===== src/rtl/rv_dm_arbiter.sv =====
// rv_dm_arbiter: shares one data-memory port between the execute-stage
// load/store port (CPU) and a secondary master (EXT). Round-robin per
// transaction, grant locked across ready stalls, one outstanding load with
// completion routed to its owner, and a timeout for loads that never finish.

module rv_dm_arbiter #(
    parameter int LOAD_TIMEOUT = 256,
    parameter int CNT_W        = 9
) (
    input  logic        clk_i,
    input  logic        rst_n_i,
    input  logic [31:0] cpu_addr_i,
    input  logic [31:0] cpu_data_s_i,
    input  logic [3:0]  cpu_data_select_i,
    input  logic        cpu_load_i,
    input  logic        cpu_store_i,
    output logic        cpu_ready_o,
    output logic [31:0] cpu_data_l_o,
    output logic        cpu_load_done_o,
    input  logic [31:0] ext_addr_i,
    input  logic [31:0] ext_data_s_i,
    input  logic [3:0]  ext_data_select_i,
    input  logic        ext_load_i,
    input  logic        ext_store_i,
    output logic        ext_ready_o,
    output logic [31:0] ext_data_l_o,
    output logic        ext_load_done_o,
    output logic [31:0] dm_addr_o,
    output logic [31:0] dm_data_s_o,
    output logic [3:0]  dm_data_select_o,
    output logic        dm_load_o,
    output logic        dm_store_o,
    input  logic        dm_ready_i,
    input  logic [31:0] dm_data_l_i,
    input  logic        dm_load_done_i,
    output logic        err_timeout_o
);

    typedef enum logic [1:0] {
        ST_IDLE = 2'b00,
        ST_HOLD = 2'b01,
        ST_WAIT = 2'b10
    } state_e;

    localparam logic [CNT_W-1:0] CNT_LAST = CNT_W'(LOAD_TIMEOUT - 1);
    localparam logic [CNT_W-1:0] CNT_ONE  = {{(CNT_W-1){1'b0}}, 1'b1};

    state_e           state_r;
    logic             owner_r;   // 0 = CPU, 1 = EXT
    logic             last_r;    // master granted by the most recent acceptance
    logic [CNT_W-1:0] cnt_r;

    logic cpu_req_s;
    logic ext_req_s;
    logic gnt_s;
    logic gnt_vld_s;
    logic sel_load_s;
    logic sel_store_s;
    logic accept_s;
    logic timeout_s;
    logic done_s;

    assign cpu_req_s = cpu_load_i | cpu_store_i;
    assign ext_req_s = ext_load_i | ext_store_i;

    // Grant selection: round-robin on ties in IDLE, locked to the owner in HOLD.
    always_comb begin
        gnt_s     = 1'b0;
        gnt_vld_s = 1'b0;
        case (state_r)
            ST_IDLE: begin
                if (cpu_req_s && ext_req_s) begin
                    gnt_s     = ~last_r;
                    gnt_vld_s = 1'b1;
                end else if (cpu_req_s) begin
                    gnt_s     = 1'b0;
                    gnt_vld_s = 1'b1;
                end else if (ext_req_s) begin
                    gnt_s     = 1'b1;
                    gnt_vld_s = 1'b1;
                end else begin
                    gnt_s     = 1'b0;
                    gnt_vld_s = 1'b0;
                end
            end
            ST_HOLD: begin
                gnt_s     = owner_r;
                gnt_vld_s = owner_r ? ext_req_s : cpu_req_s;
            end
            ST_WAIT: begin
                gnt_s     = owner_r;
                gnt_vld_s = 1'b0;
            end
            default: begin
                gnt_s     = 1'b0;
                gnt_vld_s = 1'b0;
            end
        endcase
    end

    // Request path mux: the granted master's fields drive the memory port.
    always_comb begin
        if (gnt_s) begin
            dm_addr_o        = ext_addr_i;
            dm_data_s_o      = ext_data_s_i;
            dm_data_select_o = ext_data_select_i;
            sel_load_s       = ext_load_i;
            sel_store_s      = ext_store_i;
        end else begin
            dm_addr_o        = cpu_addr_i;
            dm_data_s_o      = cpu_data_s_i;
            dm_data_select_o = cpu_data_select_i;
            sel_load_s       = cpu_load_i;
            sel_store_s      = cpu_store_i;
        end
    end

    // Load wins over a simultaneous store; all handshakes are held low in reset.
    assign dm_load_o   = rst_n_i & gnt_vld_s & sel_load_s;
    assign dm_store_o  = rst_n_i & gnt_vld_s & sel_store_s & ~sel_load_s;
    assign accept_s    = gnt_vld_s & dm_ready_i;
    assign cpu_ready_o = rst_n_i & accept_s & ~gnt_s;
    assign ext_ready_o = rst_n_i & accept_s & gnt_s;

    // Completion path: real done or forced timeout completion, to the owner only.
    assign timeout_s       = (state_r == ST_WAIT) & ~dm_load_done_i & (cnt_r == CNT_LAST);
    assign done_s          = rst_n_i & (state_r == ST_WAIT) & (dm_load_done_i | timeout_s);
    assign cpu_load_done_o = done_s & ~owner_r;
    assign ext_load_done_o = done_s & owner_r;
    assign cpu_data_l_o    = timeout_s ? 32'h0000_0000 : dm_data_l_i;
    assign ext_data_l_o    = timeout_s ? 32'h0000_0000 : dm_data_l_i;

    // Arbitration state machine, timeout counter and registered error pulse.
    always_ff @(posedge clk_i or negedge rst_n_i) begin
        if (!rst_n_i) begin
            state_r       <= ST_IDLE;
            owner_r       <= 1'b0;
            last_r        <= 1'b1;
            cnt_r         <= {CNT_W{1'b0}};
            err_timeout_o <= 1'b0;
        end else begin
            err_timeout_o <= 1'b0;
            case (state_r)
                ST_IDLE, ST_HOLD: begin
                    if (accept_s) begin
                        last_r  <= gnt_s;
                        owner_r <= gnt_s;
                        cnt_r   <= {CNT_W{1'b0}};
                        state_r <= sel_load_s ? ST_WAIT : ST_IDLE;
                    end else if (gnt_vld_s) begin
                        owner_r <= gnt_s;
                        state_r <= ST_HOLD;
                    end else begin
                        state_r <= ST_IDLE;
                    end
                end
                ST_WAIT: begin
                    cnt_r <= cnt_r + CNT_ONE;
                    if (dm_load_done_i) begin
                        state_r <= ST_IDLE;
                    end else if (cnt_r == CNT_LAST) begin
                        state_r       <= ST_IDLE;
                        err_timeout_o <= 1'b1;
                    end else begin
                        state_r <= ST_WAIT;
                    end
                end
                default: begin
                    state_r <= ST_IDLE;
                end
            endcase
        end
    end

    rv_dm_arbiter_chk u_chk (
        .clk_i       (clk_i),
        .rst_n_i     (rst_n_i),
        .cpu_load_i  (cpu_load_i),
        .cpu_store_i (cpu_store_i),
        .ext_load_i  (ext_load_i),
        .ext_store_i (ext_store_i)
    );

endmodule

// Protocol checker: a master must never raise load and store together.
module rv_dm_arbiter_chk (
    input logic clk_i,
    input logic rst_n_i,
    input logic cpu_load_i,
    input logic cpu_store_i,
    input logic ext_load_i,
    input logic ext_store_i
);

    a_cpu_ld_st_excl: assert property (@(posedge clk_i) disable iff (!rst_n_i)
        !(cpu_load_i && cpu_store_i));
    a_ext_ld_st_excl: assert property (@(posedge clk_i) disable iff (!rst_n_i)
        !(ext_load_i && ext_store_i));

endmodule

===== config.mk =====
export PLATFORM = sky130hd
export DESIGN_NAME = rv_dm_arbiter
export DESIGN_NICKNAME = d
export VERILOG_FILES = /design/src/rtl/rv_dm_arbiter.sv
export SDC_FILE = /design/constraint.sdc
export NUM_CORES = 1
export LEC_CHECK = 0
export ABC_AREA = 1
export BUFFER_PORTS_ARGS = -buffer_cell sky130_fd_sc_hd__buf_4
export CORE_AREA = 8 8 117 119
export CTS_CLUSTER_SIZE = 20
export DETAILED_ROUTE_END_ITERATION = 8
export DIE_AREA = 0 0 125 127
export GPL_ROUTABILITY_DRIVEN = 1
export HOLD_SLACK_MARGIN = 0.08
export SLEW_MARGIN = 20
export SYNTH_ARGS = -nofsm -noshare
export SYNTH_HDL_FRONTEND = slang
export SYNTH_HIERARCHICAL = 1
export SYNTH_SLANG_ARGS = --single-unit

===== constraint.sdc =====
create_clock -name clk_i -period 6.65 [get_ports clk_i]
set_clock_uncertainty 0.2 [all_clocks]
set_input_delay 1.6625 -clock clk_i [delete_from_list [all_inputs] [get_ports clk_i]]
set_output_delay 1.6625 -clock clk_i [all_outputs]
set_load 0.1 [all_outputs]

**Yosys cells after proc, flatten, opt, wreduce, memory -nomap -nowiden**

Cells that the tools add are included.

- Register bits after elaboration: 14
- Input port bits: 176

- $add $sub $neg: 1
- Eq/ne operators: 4
- Muxes and demuxes: 27
- Bitwise gates (word level): 22
- Reduce and logical (&&, ||, !) cells: 9

Operators with widths:

| operator | count |
|---|---|
| 32-bit 2-to-1 mux | 3 |
| 9-bit one-hot mux with 2 select lines | 1 |
| 1-bit bitwise AND | 14 |
| 1-bit 2-to-1 mux | 14 |
| 9-bit by 1-bit adder with 9-bit output, second input constant | 1 |
| 9-bit by 8-bit == test with 1-bit output, second input constant | 1 |
| 9-bit 2-to-1 mux | 1 |
| 2-bit 2-to-1 mux | 4 |
| 2-bit AND reduction | 3 |
| 1-bit inverter | 5 |
| 4-bit 2-to-1 mux | 1 |
| 1-bit one-hot mux with 2 select lines | 2 |
| 2-bit one-hot mux with 2 select lines | 1 |
| 2-bit nonzero test | 2 |
| 2-bit OR reduction | 2 |
| 1-bit bitwise OR | 3 |
| 2-bit by 1-bit == test with 1-bit output, second input constant | 1 |
| 2-bit == test, second input constant | 1 |
| 2-bit zero test | 1 |
| 2-bit inequality test, second input constant | 1 |
| 1-bit logical AND | 1 |

**Logic depth before layout (Yosys ltp)**

- Depth in word-level cells: 9
- Mapped depth: 12
- Depth with buffers taken out: 11

**Worst setup path before layout**

OpenSTA, ideal clock, no wires.

- Path kind: input to output
- Start point: input rst_n_i
- End point: output cpu_load_done_o
- Arrival time: 4.610 ns
- Data required time: 4.787 ns
- Slack: 0.177 ns
- Stages on the path: 2
- Buffers on the path: 0
- Cells stage by stage: inv_1 -> nor4_1

- Word-level cells in the longest chain between the ends: 3

RTL lines:

| item | line | source |
|---|---|---|
| from (decl) | 11 | `input logic rst_n_i,` |
| 1-bit bitwise AND (2 in series) | 127 | `assign done_s = rst_n_i & (state_r == ST_WAIT) & (dm_load_done_i \| timeout_s);` |
| 1-bit bitwise AND | 128 | `assign cpu_load_done_o = done_s & ~owner_r;` |
| to (decl) | 19 | `output logic cpu_load_done_o,` |

No other way between the ends.

**Worst setup path in the final report**

- Start point: input ext_store_i
- End point: output dm_store_o

- Word-level cells in the longest chain between the ends: 8
- Elaborated cells on any way between the ends: 16
- Those cells by class: 10 x mux; 5 x bitwise; 1 x reduce/logical

RTL lines:

| item | line | source |
|---|---|---|
| from (decl) | 24 | `input logic ext_store_i,` |
| 1-bit bitwise OR | 64 | `assign ext_req_s = ext_load_i \| ext_store_i;` |
| 1-bit 2-to-1 mux | 78 | `end else if (ext_req_s) begin` |
| 1-bit 2-to-1 mux | 75 | `end else if (cpu_req_s) begin` |
| 1-bit 2-to-1 mux | 72 | `if (cpu_req_s && ext_req_s) begin` |
| 1-bit one-hot mux with 2 select lines | 70 | `case (state_r)` |
| 1-bit bitwise AND or 1-bit 2-to-1 mux (tied branches) | 120, 103 |  |
| 1-bit bitwise AND or 1-bit inverter (tied branches) | 120 | `assign dm_store_o = rst_n_i & gnt_vld_s & sel_store_s & ~sel_load_s;` |
| 1-bit bitwise AND * | 120 |  |
| to (decl) | 32 | `output logic dm_store_o,` |

Mark *: on every way between the ends. The rest lies on a longest branch, timed or not.

==> summary.txt <==
====================================================================================================
Seq/Total Area, Yosys                                                                          15.5%
Critical Path Source Type                                                                  input pin
CP most frequent cell                                                                        nand2_1
Pin count of the biggest net entering global routing                                              74
Total global routing track utilization                                                         14.5%
Total setup buffers inserted after CTS                                                             0
Wire length of the first global-routing pass                                                 18.6 mm
Die area                                                                                   15900 µm²
Hold WC Path Type                                                                       register to register
Commonest cells in the netlist                                                          266 x nand2_1, 50 x inv_1, 33 x buf_4
Post-detail-place hpwl                                                                       10.9 mm
Min Clock Period, post-route                                                                 5.37 ns
Dominant combinational cell family by area after synthesis                              simple AND/OR/NAND/NOR gates
Ports                                                                                            315
Share of the synthesized area in compound gates (AO/OA/AOI/OAI)                                3.74%
Clock Sinks                                                                                       14
Number of nets in the layout                                                                     899
Basic-gate share of the synthesized area counting and, or, nand and nor cells                  52.3%
Drt via density                                                                                 3.89
Core footprint                                                                             11800 µm²
Synth-to-Final Area Change                                                                      101%
MaxCap Viol Count                                                                                  0
Detailed Route WL                                                                            12.7 mm
Share of async-settable or async-resettable flops after synthesis                               100%
Peak fanout along the critical path                                                               73
Via count                                                                                       3359
Syn Inst Count                                                                                   446
Mux share of post-synthesis cell area                                                             0%
Cells along the critical path                                                           buf_4, nor2_2, nor2_1, nand2_1, nand2_1, nand2_2, buf_4, nand2_1, nand2_1, nand2_1, a21oi_1, buf_4
Headroom to the max-slew limit                                                                 50.9%
Antenna violations before repair                                                                   0
Setup TNS Final                                                                                 0 ns
Clock Latency Late Sink                                                                      0.24 ns
WL per Instance                                                                              14.7 µm
Start-to-end type of the worst setup path                                               input pin to primary output
Maximum achievable frequency                                                               0.186 GHz
Type of destination of the critical path                                                primary output
Pins Over Slew Limit                                                                               0
H-tree lvl count                                                                                   1
Total nets after synthesis                                                                       628
Transition time of the tightest slew-check pin                                              0.736 ns
Distinct cell type count after synthesis                                                          24
Xor-xnor portion of the synthesized cell area                                                 0.770%
Post-synthesis area per instance                                                            5.10 µm²
Dominant cell type by area after synthesis                                                   nand2_1
Number of instances resized during post-cts repair                                                 0
#FFs+latches synth                                                                                14
Ys flop type                                                                                 dfrtp_1
Required time at the worst-slack endpoint                                                    4.79 ns
Number of rows in the core area                                                                   40
Most area-consuming cells after synthesis                                               nand2_1 44%, dfrtp_1 14%, buf_4 11%, inv_1 8.3%, buf_2 3.5%
Unrepaired setup endpoints after global routing                                                   no
Clock-pin slew reported for the worst setup and hold paths after clock tree synthesis        0.05 ns
Count of routing violations after the opening detailed-route iteration                           197
Sum of overflow across all layers after global routing                                             0
Slowest stage cell on the critical path                                                        buf_4
Outcome                                                                                 finished, final reports clean
Number of global-route vias before repair                                                       3190
CTS tree                                                                                       built
TritonRoute pass-1 iters                                                                           6
Final RePlAce weighted congestion                                                              0.895
Clock root buffer                                                                          clkbuf_16
Arrival time of data at the critical path endpoint                                           3.51 ns
Number of remaining DRC errors                                                                     0
Initial cell density of the core                                                               19.3%
Maximum buffer depth of the clock tree                                                             2
EDFF count, synth                                                                                  0
Number of clock buffers inserted by TritonCTS                                                      3
Antenna-violating nets left                                                                        0
Fraction of final layout cells sized beyond drive strength 1                                   46.1%
Delay of the slowest cell on the worst path                                                  0.57 ns
Final clock period utilization by the worst path                                               80.8%
Count of buffers inserted at the top-level ports                                                 314
DIE WIDTH                                                                                     125 µm
Number of hold buffers added after CTS                                                             0
Antenna cells                                                                                      0
Total count of hold-check failures in the final report                                             0
Most frequent cell after synthesis                                                           nand2_1
Share of Yosys cell area claimed by the top area cell type                                     43.9%
Total of endpoints with negative setup slack in the final report                                   0
Share of synthesized cell area in full adder, half adder and majority cells                    3.30%
Post-synthesis instance area                                                                2270 µm²
Die Y                                                                                         127 µm
Yosys warning count                                                                                6
====================================================================================================
flip-flops by register name, summed over array words and instances, names as in the netlist:
register / count
cnt_r: 9
err_timeout_o: 1
last_r: 1
owner_r: 1
state_r: 2
logic make-up (layout without fill, tap and decap cells):
group                      Yosys count  count (layout)
buffers and inverters              104             374
adders and majority gates            6               6
and+or+nand+nor                    304             304
AOI/OAI and AO/OA                   16              16
xor gates and xnor gates             2               2
DFF                                 14              14
cells in the final DEF (no fill, tap or decap):
master / n
nand2_1: 266
clkbuf_16: 3
o21ai_0: 2
dfrtp_1: 13
nor3_1: 4
nand2_2: 2
inv_1: 50
ha_1: 6
nand3_2: 1
nor3_2: 1
buf_8: 1
nor4_1: 2
inv_2: 2
nand3b_1: 1
dfstp_2: 1
xor2_1: 2
clkbuf_8: 1
buf_4: 317
o21ai_1: 9
o21bai_1: 2
a21oi_1: 3
nor2_1: 16
nand3_1: 9
nand4_1: 1
nor2_2: 1
worst max-delay path, delay by kind of cell:
family / cells / cell delay, ns
buffers and inverters: 3 / 1.01
AOI/OAI and AO/OA: 1 / 0.12
and+or+nand+nor: 8 / 0.71
through the flow:
| step | instance area [µm²] | cells | utilization [%] | setup slack, ns | hold slack (ns) |
|---|---|---|---|---|---|
| after floorplan | 2270 | 446 | - | 0.177 | 0.265 |
| after global placement | 4480 | 858 | 37.9 | 1.30 | 0.284 |
| after detailed placement | 4480 | 858 | 37.9 | 1.25 | 0.295 |
| after CTS | 4570 | 862 | 38.7 | 1.25 | 0.304 |
| after global routing | 4580 | 863 | 38.8 | 1.07 | 0.335 |
| final | 4580 | 863 | 38.8 | 1.28 | 0.302 |
routing by layer:
layer / routed length [µm] / global-route usage [%]
met1: 5190 / 17.0
met2: 6680 / 26.6
met3: 824 / 4.28
met4: 12 / 0.645
met5: 0 / 0
path summary, 6_finish.rpt:
check	from	endpoint	slack [ns]	cells past startpoint
max in group asynchronous	rst_n_i	last_r$_DFFE_PN1P_	4.94	1
min in group asynchronous	rst_n_i	cnt_r[6]$_DFFE_PN0P_	1.07	1
worst min-delay path	last_r$_DFFE_PN1P_	last_r$_DFFE_PN1P_	0.30	2
worst max register to register	state_r[0]$_DFF_PN0_	state_r[1]$_DFF_PN0_	4.44	11
worst min register to register	last_r$_DFFE_PN1P_	last_r$_DFFE_PN1P_	0.30	2
worst max-delay path	ext_store_i	dm_store_o	1.28	12
cell type report:
cell class	count	area, µm²
clock buffer	4	88.8
fill	1280	7230
inverter	52	195
multi-input combinational	328	1370
sequential	14	352
tap	147	184
timing repair buffer	318	2390
Power is not shown: default switching activity piles up to over one toggle a cycle in this logic, so the estimate is an artifact.
